==> config.mk <==
export PLATFORM = sky130hd
export DESIGN_NAME = pe_array_sequencer
export DESIGN_NICKNAME = d
export VERILOG_FILES = /design/src/rtl/pe_array_sequencer.sv
export SDC_FILE = /design/constraint.sdc
export NUM_CORES = 1
export LEC_CHECK = 0
export BUFFER_PORTS_ARGS = -buffer_cell sky130_fd_sc_hd__buf_2
export CAP_MARGIN = 20
export CORE_MARGIN = 4
export CORE_UTILIZATION = 38
export DETAILED_ROUTE_END_ITERATION = 10
export HOLD_SLACK_MARGIN = 0.06
export PLACE_DENSITY = 0.71
export SYNTH_ARGS = -nofsm -noshare
export SYNTH_HDL_FRONTEND = slang
export SYNTH_SLANG_ARGS = --single-unit
export TNS_END_PERCENT = 50
==> constraint.sdc <==
create_clock -name clock -period 2.7 [get_ports clock]
set_input_delay 0.54 -clock clock [delete_from_list [all_inputs] [get_ports clock]]
set_output_delay 0.54 -clock clock [all_outputs]
set_load 0.01 [all_outputs]
==> src/rtl/pe_array_sequencer.sv <==
// Configuration and run sequencer for a row of processing elements: loads one
// control word per PE into shadow registers, then enables the row for a counted run.
module pe_array_sequencer #(
  parameter int NUM_PE = 4,
  parameter int CTRL_W = 8,
  parameter int CNT_W  = 8
) (
  input  logic                       clock,
  input  logic                       reset,
  input  logic                       start,
  input  logic                       skip_load,
  input  logic [CNT_W-1:0]           run_len,
  input  logic                       cfg_valid,
  input  logic [CTRL_W-1:0]          cfg_data,
  output logic                       cfg_ready,
  input  logic                       hold,
  input  logic                       abort,
  output logic [NUM_PE*CTRL_W-1:0]   ctrl_out,
  output logic [NUM_PE-1:0]          pe_en,
  output logic                       busy,
  output logic                       done,
  output logic [1:0]                 state_o
);

  localparam int IDX_W = $clog2(NUM_PE);
  localparam logic [IDX_W-1:0] LAST_IDX = IDX_W'(NUM_PE - 1);

  typedef enum logic [1:0] {
    ST_IDLE = 2'd0,
    ST_LOAD = 2'd1,
    ST_RUN  = 2'd2,
    ST_DONE = 2'd3
  } state_t;

  state_t                         state_r;
  logic [IDX_W-1:0]               idx_r;
  logic [CNT_W-1:0]               cnt_r;
  logic [CNT_W-1:0]               len_r;
  logic [NUM_PE-1:0][CTRL_W-1:0]  word_r;

  // Sequencer state, shadow words and run counter
  always_ff @(posedge clock or negedge reset) begin
    if (!reset) begin
      state_r <= ST_IDLE;
      idx_r   <= '0;
      cnt_r   <= '0;
      len_r   <= '0;
      word_r  <= '0;
    end else begin
      case (state_r)
        ST_IDLE: begin
          if (start) begin
            len_r <= run_len;
            idx_r <= '0;
            cnt_r <= '0;
            if (skip_load) begin
              state_r <= (run_len == '0) ? ST_DONE : ST_RUN;
            end else begin
              state_r <= ST_LOAD;
            end
          end else begin
            state_r <= ST_IDLE;
          end
        end
        ST_LOAD: begin
          if (abort) begin
            state_r <= ST_IDLE;
            idx_r   <= '0;
            cnt_r   <= '0;
          end else if (cfg_valid) begin
            word_r[idx_r] <= cfg_data;
            if (idx_r == LAST_IDX) begin
              idx_r   <= '0;
              state_r <= (len_r == '0) ? ST_DONE : ST_RUN;
            end else begin
              idx_r <= idx_r + IDX_W'(1);
            end
          end else begin
            state_r <= ST_LOAD;
          end
        end
        ST_RUN: begin
          if (abort) begin
            state_r <= ST_IDLE;
            idx_r   <= '0;
            cnt_r   <= '0;
          end else if (!hold) begin
            // len_r is never zero here: a zero length bypasses RUN entirely
            if (cnt_r == len_r - CNT_W'(1)) begin
              cnt_r   <= '0;
              state_r <= ST_DONE;
            end else begin
              cnt_r <= cnt_r + CNT_W'(1);
            end
          end else begin
            state_r <= ST_RUN;
          end
        end
        ST_DONE: begin
          state_r <= ST_IDLE;
          idx_r   <= '0;
          cnt_r   <= '0;
        end
        default: begin
          state_r <= ST_IDLE;
          idx_r   <= '0;
          cnt_r   <= '0;
        end
      endcase
    end
  end

  // Output decode from state plus hold/abort so that abort and reset act without a clock edge
  always_comb begin
    pe_en     = '0;
    cfg_ready = 1'b0;
    done      = 1'b0;
    busy      = (state_r != ST_IDLE);
    state_o   = state_r;
    case (state_r)
      ST_IDLE: begin
        pe_en = '0;
      end
      ST_LOAD: begin
        cfg_ready = !abort;
      end
      ST_RUN: begin
        if (!hold && !abort) begin
          pe_en = '1;
        end else begin
          pe_en = '0;
        end
      end
      ST_DONE: begin
        done = !abort;
      end
      default: begin
        pe_en = '0;
      end
    endcase
  end

  assign ctrl_out = word_r;

endmodule

==> After elaboration in Yosys (flattened, before gate mapping) <==
Cells that the tools add are included.
{ "totals": {"out_inout_bits": 41, "register_bits": 52} }
{ "op_classes": {"n_eq_ne": 12, "n_lt_le_gt_ge": 2, "muxes": 30, "n_addsub": 3, "bitwise": 1, "reduce_logical": 13} }
{ "op_table": {"columns": ["op", "n"], "rows": [
  ["$mux W8", 6],
  ["$bwmux W32", 1],
  ["$pmux W8 S4", 1],
  ["$mux W2", 13],
  ["$demux W8 S2", 1],
  ["$logic_not A8 Y1", 2],
  ["$pmux W2 S4", 2],
  ["$reduce_and A3 Y1", 3],
  ["$add A8 B1 Y8 const B", 1],
  ["$eq A8 B8 Y1", 1],
  ["$mux W4", 2],
  ["$ne A4 B4 Y1 const B", 2],
  ["$sub A8 B1 Y8 const B", 1],
  ["$eq A2 B2 Y1 const B", 3],
  ["$ne A2 B2 Y1 const B", 3],
  ["$ne A3 B3 Y1 const B", 2],
  ["$mux W1", 4],
  ["$reduce_and A2 Y1", 2],
  ["$lt A2 B3 Y1 const B", 1],
  ["$add A2 B1 Y2 const B", 1],
  ["$eq A2 B1 Y1 const B", 1],
  ["$ge A2 B1 Y1 const B", 1],
  ["$logic_and A1 B1 Y1", 2],
  ["$logic_not A1 Y1", 2],
  ["other kinds (3)", 3]
]} }

==> Longest topological paths before layout <==
Gate-level depths: netlist of the first run.
{ "logic_depth": {"depth_word": 6, "depth_mapped": 8, "ltp_nobuf": 7} }

==> Least setup slack after synthesis of the first run <==
OpenSTA, ideal clock, no wires.
{ "synth_path": {"path_kind": "register to output", "start": "register state_r[0], in the netlist state_o[0]", "end": "output pe_en[1]", "path_buffers": 1, "slack_ps": 782, "arrival_ps": 1378, "stages_incl_launch_ff": 4, "required_time_ps": 2160, "cell_sequence": "dfrtp_1 -> nand2b_1 -> nor3_1 -> buf_4"} }
{ "synth_via": {"elab_chain_cells": 2} }
{ "synth_rtl": {"columns": ["item", "line", "text"], "rows": [
  ["from (decl)", "35", "state_t state_r;"],
  ["from (signal assigned)", "57", "state_r <= (run_len == '0) ? ST_DONE : ST_RUN;"],
  ["from (signal assigned)", "74", "state_r <= (len_r == '0) ? ST_DONE : ST_RUN;"],
  ["$eq A2 B2 Y1", "120", "case (state_r)"],
  ["$mux W4", "120", null],
  ["to (decl)", "19", "output logic [NUM_PE-1:0] pe_en,"]
]} }
Every way passes these cells.

==> Worst setup path in the final report of the first run <==
{ "layout_path": {"start": "register state_r[0], in the netlist state_o[0]", "end": "output pe_en[0]"} }
The elaborated chain is that of the path after synthesis.

==> results.json, run 1 <==
{
  "cap_violations": 0,
  "area_growth_pct": 17.7,
  "wl_per_cell_um": 15.2,
  "path_class": "reg -> out",
  "gp_congestion": 0.911,
  "grt_max_degree": 53,
  "ios": 64,
  "portBuffers": 63,
  "setup_tns_ns": 0,
  "grt_pass1_vias": 1796,
  "leakagePower_uw": 0.00165,
  "syn_avg_cell_area_sq_um": 13.6,
  "max_clock_freq_ghz": 0.451,
  "outcome": "complete, no violations",
  "postLayoutCellArea_sq_um": 3200,
  "viasPerCell": 4.78,
  "drive_above_1_share_pct": 45.3,
  "core_area_sq_um": 6870,
  "drt_iter0_drc": 115,
  "grt_usage_pct": 13.3,
  "placed_area_sq_um": 3110,
  "cts-buffers-inserted": 5,
  "synth_cell_type_count": 46,
  "drc_errors": 0,
  "min_period_ns": 2.22,
  "clock-sinks": 52,
  "arrival_ns": 1.68,
  "finalSetupViolations": 0,
  "ys_async_sr_fraction_pct": 100,
  "syn_area_sq_um": 2720,
  "hp-class": "in -> async",
  "ant_nets": 0,
  "drv_slew": 0,
  "cts-root-to-sink-buffers": 2,
  "power_density_nw_per_um2": 863,
  "start_util_pct": 39.6,
  "synth_nets": 230,
  "endpoint_kind": "output pin",
  "wirelength_um": 5540,
  "cts_setup_buffers": 0,
  "fin_nets": 296,
  "cts_tree": "built",
  "required_ns": 2.16,
  "via_count": 1735,
  "die_h_um": 92.6,
  "clk_pin_slew_worst_paths_ns": 0.10,
  "fin_crit_sh_pct": 82.1,
  "startpoint_type": "register",
  "die_w_um": 92.6,
  "grt_pass1_wl_um": 9080,
  "worstMarginPinSlew_ns": 0.644,
  "finalClockSkew_ns": 0.00410,
  "hold_buffers": 0,
  "cts_resized": 0,
  "rsz0062_at_grt": "false",
  "rows": 30,
  "drt-pass1-iter-count": 4,
  "grt_overflow": 0,
  "root_buffer": "clkbuf_8",
  "ys_seq_area_share_pct": 47.8,
  "cp_max_fo": 8,
  "hpwl_um": 4180,
  "max-vdd-ir-drop_mv": 0.436,
  "antenna_found_initial": 0,
  "synth_flop_cell": "dfrtp_1",
  "finalHoldViolations": 0,
  "dieArea_sq_um": 8580,
  "clk_latency_ns": 0.30,
  "synth_warnings": 0,
  "antenna_cells": 0,
  "fillCellCount": 625,
  "syn_inst": 200,
  "h-tree-depth": 2,
  "synth-seq-cells": 52,
  "synth_edf_count": 0,
  "slew_headroom_pct": 57.0
}
-- worst max-delay path, stage by stage, from the launching register on --
cell,delay (ns)
dfrtp_1,0.45
nand2b_1,0.20
nor3_1,0.48
buf_2,0.25
-- report_power, final --
group	switching [uW]	total [uW]	internal (uW)
Sequential	213	1200	986
Clock	264	450	186
Combinational	542	1120	574
-- per-layer routing --
metal | vias to the layer above | part of all wire, % | track usage (%)
li1 | 833 | - | -
met1 | 854 | 48 | 18.9
met2 | 41 | 47 | 20.5
met3 | 7 | 4.0 | 2.52
met4 | 0 | 1.4 | 4.27
met5 | - | 0 | 0
-- state kept, by name, summed over array words and instances (netlist names) --
register  flops
cnt_r         8
ctrl_out     32
idx_r         2
len_r         8
state_o       2
-- cell usage after synthesis, types with 4 or more instances --
cell type	n	area (sq um)
mux2_4	32	480
nor3_1	9	45.0
nand4_1	4	25.0
nand2_8	4	80.1
mux2_1	5	56.3
a21oi_1	5	25.0
xnor2_1	11	96.3
nand2_1	5	18.8
ha_1	7	87.6
dfrtp_1	52	1300
xor2_1	7	61.3
inv_1	9	33.8
nor2_1	8	30.0
-- path summary, 6_finish.rpt --
kind                              startpoint      endpoint  slack (ns)  depth (start not counted)
worst min register to register  ctrl_out[22]  ctrl_out[22]        0.52                          1
worst max-delay path              state_o[0]      pe_en[0]        0.48                          3
min in group clock                run_len[0]      len_r[0]        0.46                          3
max in group asynchronous              reset      cnt_r[2]        1.93                          2
worst min-delay path                   reset      cnt_r[6]        0.33                          2
worst max register to register      len_r[0]      cnt_r[4]        0.67                          7
-- cell type report --
class	instances	area, sq um	area share, %
clock buffer	5	68.8	2.15
clock inverter	3	22.5	0.703
inverter	9	33.8	1.05
multi-input combinational	133	1330	41.4
sequential	52	1300	40.6
tap	96	120	3.75
timing repair buffer	65	330	10.3
-- metrics by stage --
step | worst slack (ns) | power, uW | std cells | utilization [%] | hold slack (ns)
2_1_floorplan | 0.782 | 1990 | 200 | - | 0.244
6_report | 0.483 | 2770 | 363 | 46.6 | 0.331
5_1_grt | 0.306 | 2960 | 363 | 46.6 | 0.397
3_3_place_gp | 0.631 | 2310 | 355 | 45.3 | 0.492
3_5_place_dp | 0.613 | 2340 | 355 | 45.3 | 0.490
4_1_cts | 0.465 | 2800 | 363 | 46.6 | 0.370
-- cells in the final DEF (no fill, tap or decap), types with 2 or more instances in the layout --
master / instances
inv_1: 9
dfrtp_1: 52
and3_1: 3
nor3_1: 9
nand4_1: 4
mux2_1: 5
nor4_2: 2
xor2_1: 7
nand2_1: 5
nand2b_1: 2
nand2_8: 4
clkbuf_8: 5
and4_1: 2
buf_4: 2
buf_2: 63
a21oi_1: 5
mux2_4: 32
nor2_1: 8
or4_1: 2
o21ai_1: 2
xnor2_1: 11
ha_1: 7
-- cells by family after synthesis --
family                   share of synthesized area [%]
AO/OA/AOI/OAI                                     3.49
XOR/XNOR                                          5.79
adder cells (fa/ha/maj)                           3.22
buffers and inverters                             3.40
flip-flops                                        47.8
multiplexers                                      20.1
AND/OR/NAND/NOR                                   16.1
No activity file was read; power rests on OpenSTA's default activity.
==> inputs of run 2 (changes only) <==
--- a/config.mk
+++ b/config.mk
@@ -11,7 +11,7 @@
 export CORE_UTILIZATION = 38
 export DETAILED_ROUTE_END_ITERATION = 10
 export HOLD_SLACK_MARGIN = 0.06
-export PLACE_DENSITY = 0.71
+export PLACE_DENSITY = 0.73
 export SYNTH_ARGS = -nofsm -noshare
 export SYNTH_HDL_FRONTEND = slang
 export SYNTH_SLANG_ARGS = --single-unit
==> constraint.sdc (replaced) <==
create_clock -name clock -period 1.8 [get_ports clock]
set_input_delay 0.36 -clock clock [delete_from_list [all_inputs] [get_ports clock]]
set_output_delay 0.36 -clock clock [all_outputs]
set_load 0.01 [all_outputs]
==> run 2 against run 1 <==
  * Sequential cell count unchanged
  * Worst setup slack lost 0.46 ns
  * Largest cell class unchanged
  * Die area unchanged
  * Utilization grew 2.1 points
  * Sequential share of layout area fell by 1.7 points
  * Combinational power is 68% higher
  * Count of clock-buffer cells in the layout grew 1
  * Non-clock buffer count is 10 higher
  * Via count increased by 5.5%
  * Critical path depth is 4 higher
==> results.json, run 2 (synthesis results as in run 1) <==
{
  "outcome": "complete, no violations",
  "postLayoutCellArea_sq_um": 3350,
  "endpoint_kind": "register",
  "cts-root-to-sink-buffers": 2,
  "grt_pass1_vias": 1814,
  "seq_power_share_pct": 41.3,
  "rsz0062_at_grt": "true",
  "fin_nets": 306,
  "start_util_pct": 39.6,
  "grt_pass1_wl_um": 9430,
  "viasPerCell": 4.91,
  "worstMarginPinSlew_ns": 0.514,
  "wl_per_cell_um": 15.6,
  "cts-buffers-inserted": 5,
  "drive_above_1_share_pct": 49.5,
  "required_ns": 1.99,
  "die_w_um": 92.6,
  "grt_max_degree": 32,
  "grt_usage_pct": 13.7,
  "cap_violations": 0,
  "fin_ws_ns": 0.0235,
  "largest_reg_flops": 32,
  "p_comb_share_pct": 43.3,
  "drt-pass1-iter-count": 4,
  "arrival_ns": 1.96,
  "drc_errors": 0,
  "min_period_ns": 1.78,
  "dieArea_sq_um": 8580,
  "ios": 64,
  "drv_slew": 0,
  "placed_area_sq_um": 3190,
  "hp-class": "in -> reg",
  "power_density_nw_per_um2": 1300,
  "finalNonFillerCells": 373,
  "h-tree-depth": 2,
  "dp.cells": 362,
  "fin_util_pct": 48.7,
  "post-place-ws_ns": -0.0593,
  "max-vdd-ir-drop_mv": 0.690,
  "antenna_found_initial": 0,
  "rows": 30,
  "cts_tree": "built",
  "layout_commonest_cell": "buf_2",
  "die_h_um": 92.6,
  "slew_headroom_pct": 65.7,
  "startpoint_type": "register",
  "p_sw_share_pct": 37.1,
  "clock-sinks": 52,
  "r2r_slack_ns": 0.02,
  "area_growth_pct": 22.9,
  "pwr-share-clk_pct": 15.4,
  "leakagePower_uw": 0.00171,
  "power.internal_uw": 2740,
  "clk_pin_slew_worst_paths_ns": 0.09,
  "p_sw_uw": 1620,
  "grt_overflow": 0,
  "layout_common_cells": "buf_2, dfrtp_1, mux2_4, xnor2_1, buf_4",
  "cp_max_fo": 6,
  "drt_iter0_drc": 59,
  "holdWs_ns": 0.274,
  "clk_latency_ns": 0.31,
  "hpwl_um": 4400,
  "fin_crit_sh_pct": 98.7,
  "root_buffer": "clkbuf_8",
  "ant_nets": 0,
  "path_class": "reg -> reg",
  "max_clock_freq_ghz": 0.563,
  "core_area_sq_um": 6870,
  "wirelength_um": 5830,
  "gp_congestion": 0.872,
  "finalHoldViolations": 0,
  "portBuffers": 63,
  "antenna_cells": 0,
  "finalClockSkew_ns": 0.00451,
  "via_count": 1830,
  "finalSetupViolations": 0
}
==> run 2: cell types whose count changed in the layout (fill, tap and decap cells not counted), sizes merged <==
cell and change:
buf +9, clkbuf +1, clkinv -1, clkinvlp +1
dlygate4sd3 +1, inv -1
==> run 2: through the flow <==
step                      setup TNS [ns]  power (uW)
after floorplan                        0        2990
after global placement                 0        3540
after detailed placement          -0.231        3590
after CTS                              0        4280
after global routing              -0.720        4650
final                                  0        4350
==> run 2: power groups by stage <==
| stage | clock network (uW) | logic [uW] | registers, uW |
|---|---|---|---|
| floorplan | 0 | 1130 | 1850 |
| global placement | 0 | 1750 | 1790 |
| detailed placement | 0 | 1780 | 1810 |
| CTS | 688 | 1800 | 1790 |
| global route | 744 | 2050 | 1860 |
| finish | 671 | 1880 | 1800 |
==> run 2: metal layers <==
metal / share of wire [%] / global-route usage [%]
met5: 0 / 0
met4: 1.3 / 3.30
met3: 5.9 / 2.60
met2: 48 / 21.3
met1: 45 / 19.8
==> run 2: repair_timing <==
item	in CTS	in global routing
hold buffers	1	0
setup buffers	0	2
pin swaps	0	4
endpoints found under the setup margin	10	14
hold endpoints to repair	21	0
gates resized for setup	4	6
==> run 2: path summary, 6_finish.rpt <==
kind / from / end / cells after the start
min in group asynchronous: reset / ctrl_out[12] / 2
worst min-delay path: run_len[0] / len_r[0] / 3
worst max register to register: len_r[1] / cnt_r[4] / 7
worst min register to register: ctrl_out[2] / ctrl_out[2] / 1
max in group asynchronous: reset / ctrl_out[13] / 3
worst max-delay path: len_r[1] / cnt_r[4] / 7
==> run 2: critical path, stage by stage (launching register included) <==
cell	delay, ns
dfrtp_1	0.40
inv_2	0.07
ha_4	0.15
buf_4	0.14
and3_1	0.15
nor4_2	0.34
and4_4	0.33
nor3_1	0.08
==> run 2: area by class of cell <==
class	count	area, sq um
tap	96	120
timing repair buffer	75	433
fill	613	3520
sequential	52	1300
clock buffer	6	72.6
inverter	9	33.8
multi-input combinational	133	1370
clock inverter	2	16.3
==> inputs of run 3 (changes only) <==
--- a/config.mk
+++ b/config.mk
@@ -8,7 +8,7 @@
 export BUFFER_PORTS_ARGS = -buffer_cell sky130_fd_sc_hd__buf_2
 export CAP_MARGIN = 20
 export CORE_MARGIN = 4
-export CORE_UTILIZATION = 38
+export CORE_UTILIZATION = 48
 export DETAILED_ROUTE_END_ITERATION = 10
 export HOLD_SLACK_MARGIN = 0.06
 export PLACE_DENSITY = 0.73
==> run 3 against run 2 <==
  * Clock power is 4.9% higher
  * Worst setup slack better by 0.018 ns
  * Highest routed layer unchanged
  * Critical path type unchanged
  * Critical path depth is 1 lower
==> results.json, run 3 (synthesis results as in run 1) <==
{
  "outcome": "complete, no violations",
  "ios": 64,
  "root_buffer": "clkbuf_8",
  "fin_crit_sh_pct": 97.7,
  "cts-root-to-sink-buffers": 2,
  "leakagePower_uw": 0.00173,
  "p_sw_share_pct": 37.2,
  "worstMarginPinSlew_ns": 0.389,
  "multi_input_area_sq_um": 1370,
  "largest_reg_flops": 32,
  "max_clock_freq_ghz": 0.569,
  "placed_area_sq_um": 3170,
  "slew_headroom_pct": 73.9,
  "hp-class": "in -> reg",
  "die_h_um": 83.3,
  "antenna_cells": 0,
  "wl_met3_um": 235,
  "drt-met1-wl_um": 2590,
  "worst_r2r_startpoint": "len_r[4]",
  "grt_max_degree": 53,
  "min_period_ns": 1.76,
  "r2r_slack_ns": 0.04,
  "wl_met2_um": 2700,
  "wirelength_um": 5700,
  "clk_latency_ns": 0.32,
  "hold_path_startpoint": "run_len[1]",
  "ant_nets": 0,
  "min_delay_worst_endpoint": "len_r[1]",
  "path_class": "reg -> reg",
  "drive_above_1_share_pct": 51.4,
  "core_area_sq_um": 5510,
  "finalNonFillerCells": 352,
  "die_w_um": 83.3,
  "fillCellCount": 427,
  "start_util_pct": 49.4,
  "h-tree-depth": 2,
  "grt_pass1_vias": 1886,
  "viasPerCell": 5.16,
  "antenna_found_initial": 0,
  "top_layer": "met4",
  "area_growth_pct": 23.1,
  "rows": 27,
  "p_sw_uw": 1650,
  "fin_util_pct": 60.8,
  "portBuffers": 63,
  "power_uw": 4440,
  "via_count": 1815,
  "grt_overflow": 0,
  "finalSetupViolations": 0,
  "power.internal_uw": 2790,
  "layout_commonest_cell": "buf_2",
  "holdWs_ns": 0.270,
  "startpoint_type": "register",
  "max-vdd-ir-drop_mv": 0.789,
  "hpwl_um": 4160,
  "dieArea_sq_um": 6940,
  "required_ns": 1.99,
  "wl_per_cell_um": 16.2,
  "cp_max_fo": 6,
  "finalClockSkew_ns": 0.0113,
  "rr_endpoint": "cnt_r[5]",
  "pwr-share-clk_pct": 15.8,
  "grt_pass1_wl_um": 9720,
  "drt-pass1-iter-count": 4,
  "finalHoldViolations": 0,
  "postLayoutCellArea_sq_um": 3350,
  "endpoint_kind": "register",
  "holdPathStages": 3,
  "p_comb_share_pct": 43.6,
  "reg2reg_depth": 6,
  "cap_violations": 0,
  "regArea_sq_um": 1310,
  "seq_power_share_pct": 40.6,
  "gp_congestion": 0.852,
  "cts-buffers-inserted": 5,
  "drc_errors": 0,
  "arrival_ns": 1.95,
  "clock-sinks": 52,
  "fin_nets": 309,
  "power_density_nw_per_um2": 1330,
  "drv_slew": 0,
  "drt_iter0_drc": 73,
  "clk_pin_slew_worst_paths_ns": 0.10,
  "cts_tree": "built",
  "rsz0062_at_grt": "true",
  "grt_usage_pct": 17.3,
  "dp.cells": 339,
  "layout_common_cells": "buf_2, dfrtp_1, mux2_4, buf_4, xnor2_1"
}
## run 3: cell count changes in the layout (fill, tap and decap cells not counted), moves of 2 or more
| cell | previous run | this run |
|---|---|---|
| inv_6 | 0 | 2 |
| dfrtp_1 | 51 | 48 |
| buf_4 | 9 | 12 |
| dfrtp_2 | 1 | 4 |
## run 3: area by class of cell
type                            count  area share (%)
Clock buffer                        5            2.05
Clock inverter                      3           0.747
Multi-Input combinational cell    133            40.9
Inverter                            9            1.01
Sequential cell                    52            39.0
Timing Repair Buffer               78            13.6
Tap cell                           72            2.69
## run 3: worst max-delay path by stage
stage	from	endpoint	slack, ns	cells past startpoint
2_1_floorplan	state_o[0]	pe_en[1]	0.06	3
3_3_place_gp	len_r[2]	cnt_r[6]	0.06	5
3_5_place_dp	len_r[1]	cnt_r[6]	-0.003	7
4_1_cts	state_o[0]	pe_en[0]	0.009	4
5_1_grt	len_r[0]	cnt_r[5]	-0.05	7
6_report	len_r[4]	cnt_r[5]	0.04	6
## run 3: worst max-delay path, cell delays in order, from the launching register on
cell     delay [ns]
dfrtp_1        0.47
nor3_1         0.10
buf_4          0.15
and3_2         0.19
nor4_2         0.33
and4_4         0.32
nor3_1         0.07
## run 3: what timing repair did
| action | in CTS | in global routing |
|---|---|---|
| endpoints found under the setup margin | 3 | 14 |
| setup buffers | 0 | 4 |
| pin swaps | 0 | 4 |
| resized for setup | 1 | 12 |
| endpoints found under the hold margin | 52 | 0 |
| hold buffers | 1 | 0 |
## run 3: power by group through the flow
stage / registers, uW / clock network (uW) / logic, uW
floorplan: 1850 / 0 / 1130
global placement: 1790 / 0 / 1750
detailed placement: 1810 / 0 / 1770
CTS: 1790 / 716 / 1790
global route: 1850 / 771 / 2120
finish: 1800 / 704 / 1940
## run 3: per-stage QoR
stage               setup slack (ns)  setup TNS (ns)
floorplan                     0.0622               0
global placement              0.0563               0
detailed placement          -0.00280        -0.00280
CTS                          0.00863               0
global route                 -0.0529          -0.345
finish                        0.0417               0
## run 3: layer usage
metal,up-vias,GRT usage (%)
met4,0,7.73
met1,897,23.4
met2,44,27.3
li1,860,-
met5,-,0
met3,14,2.68
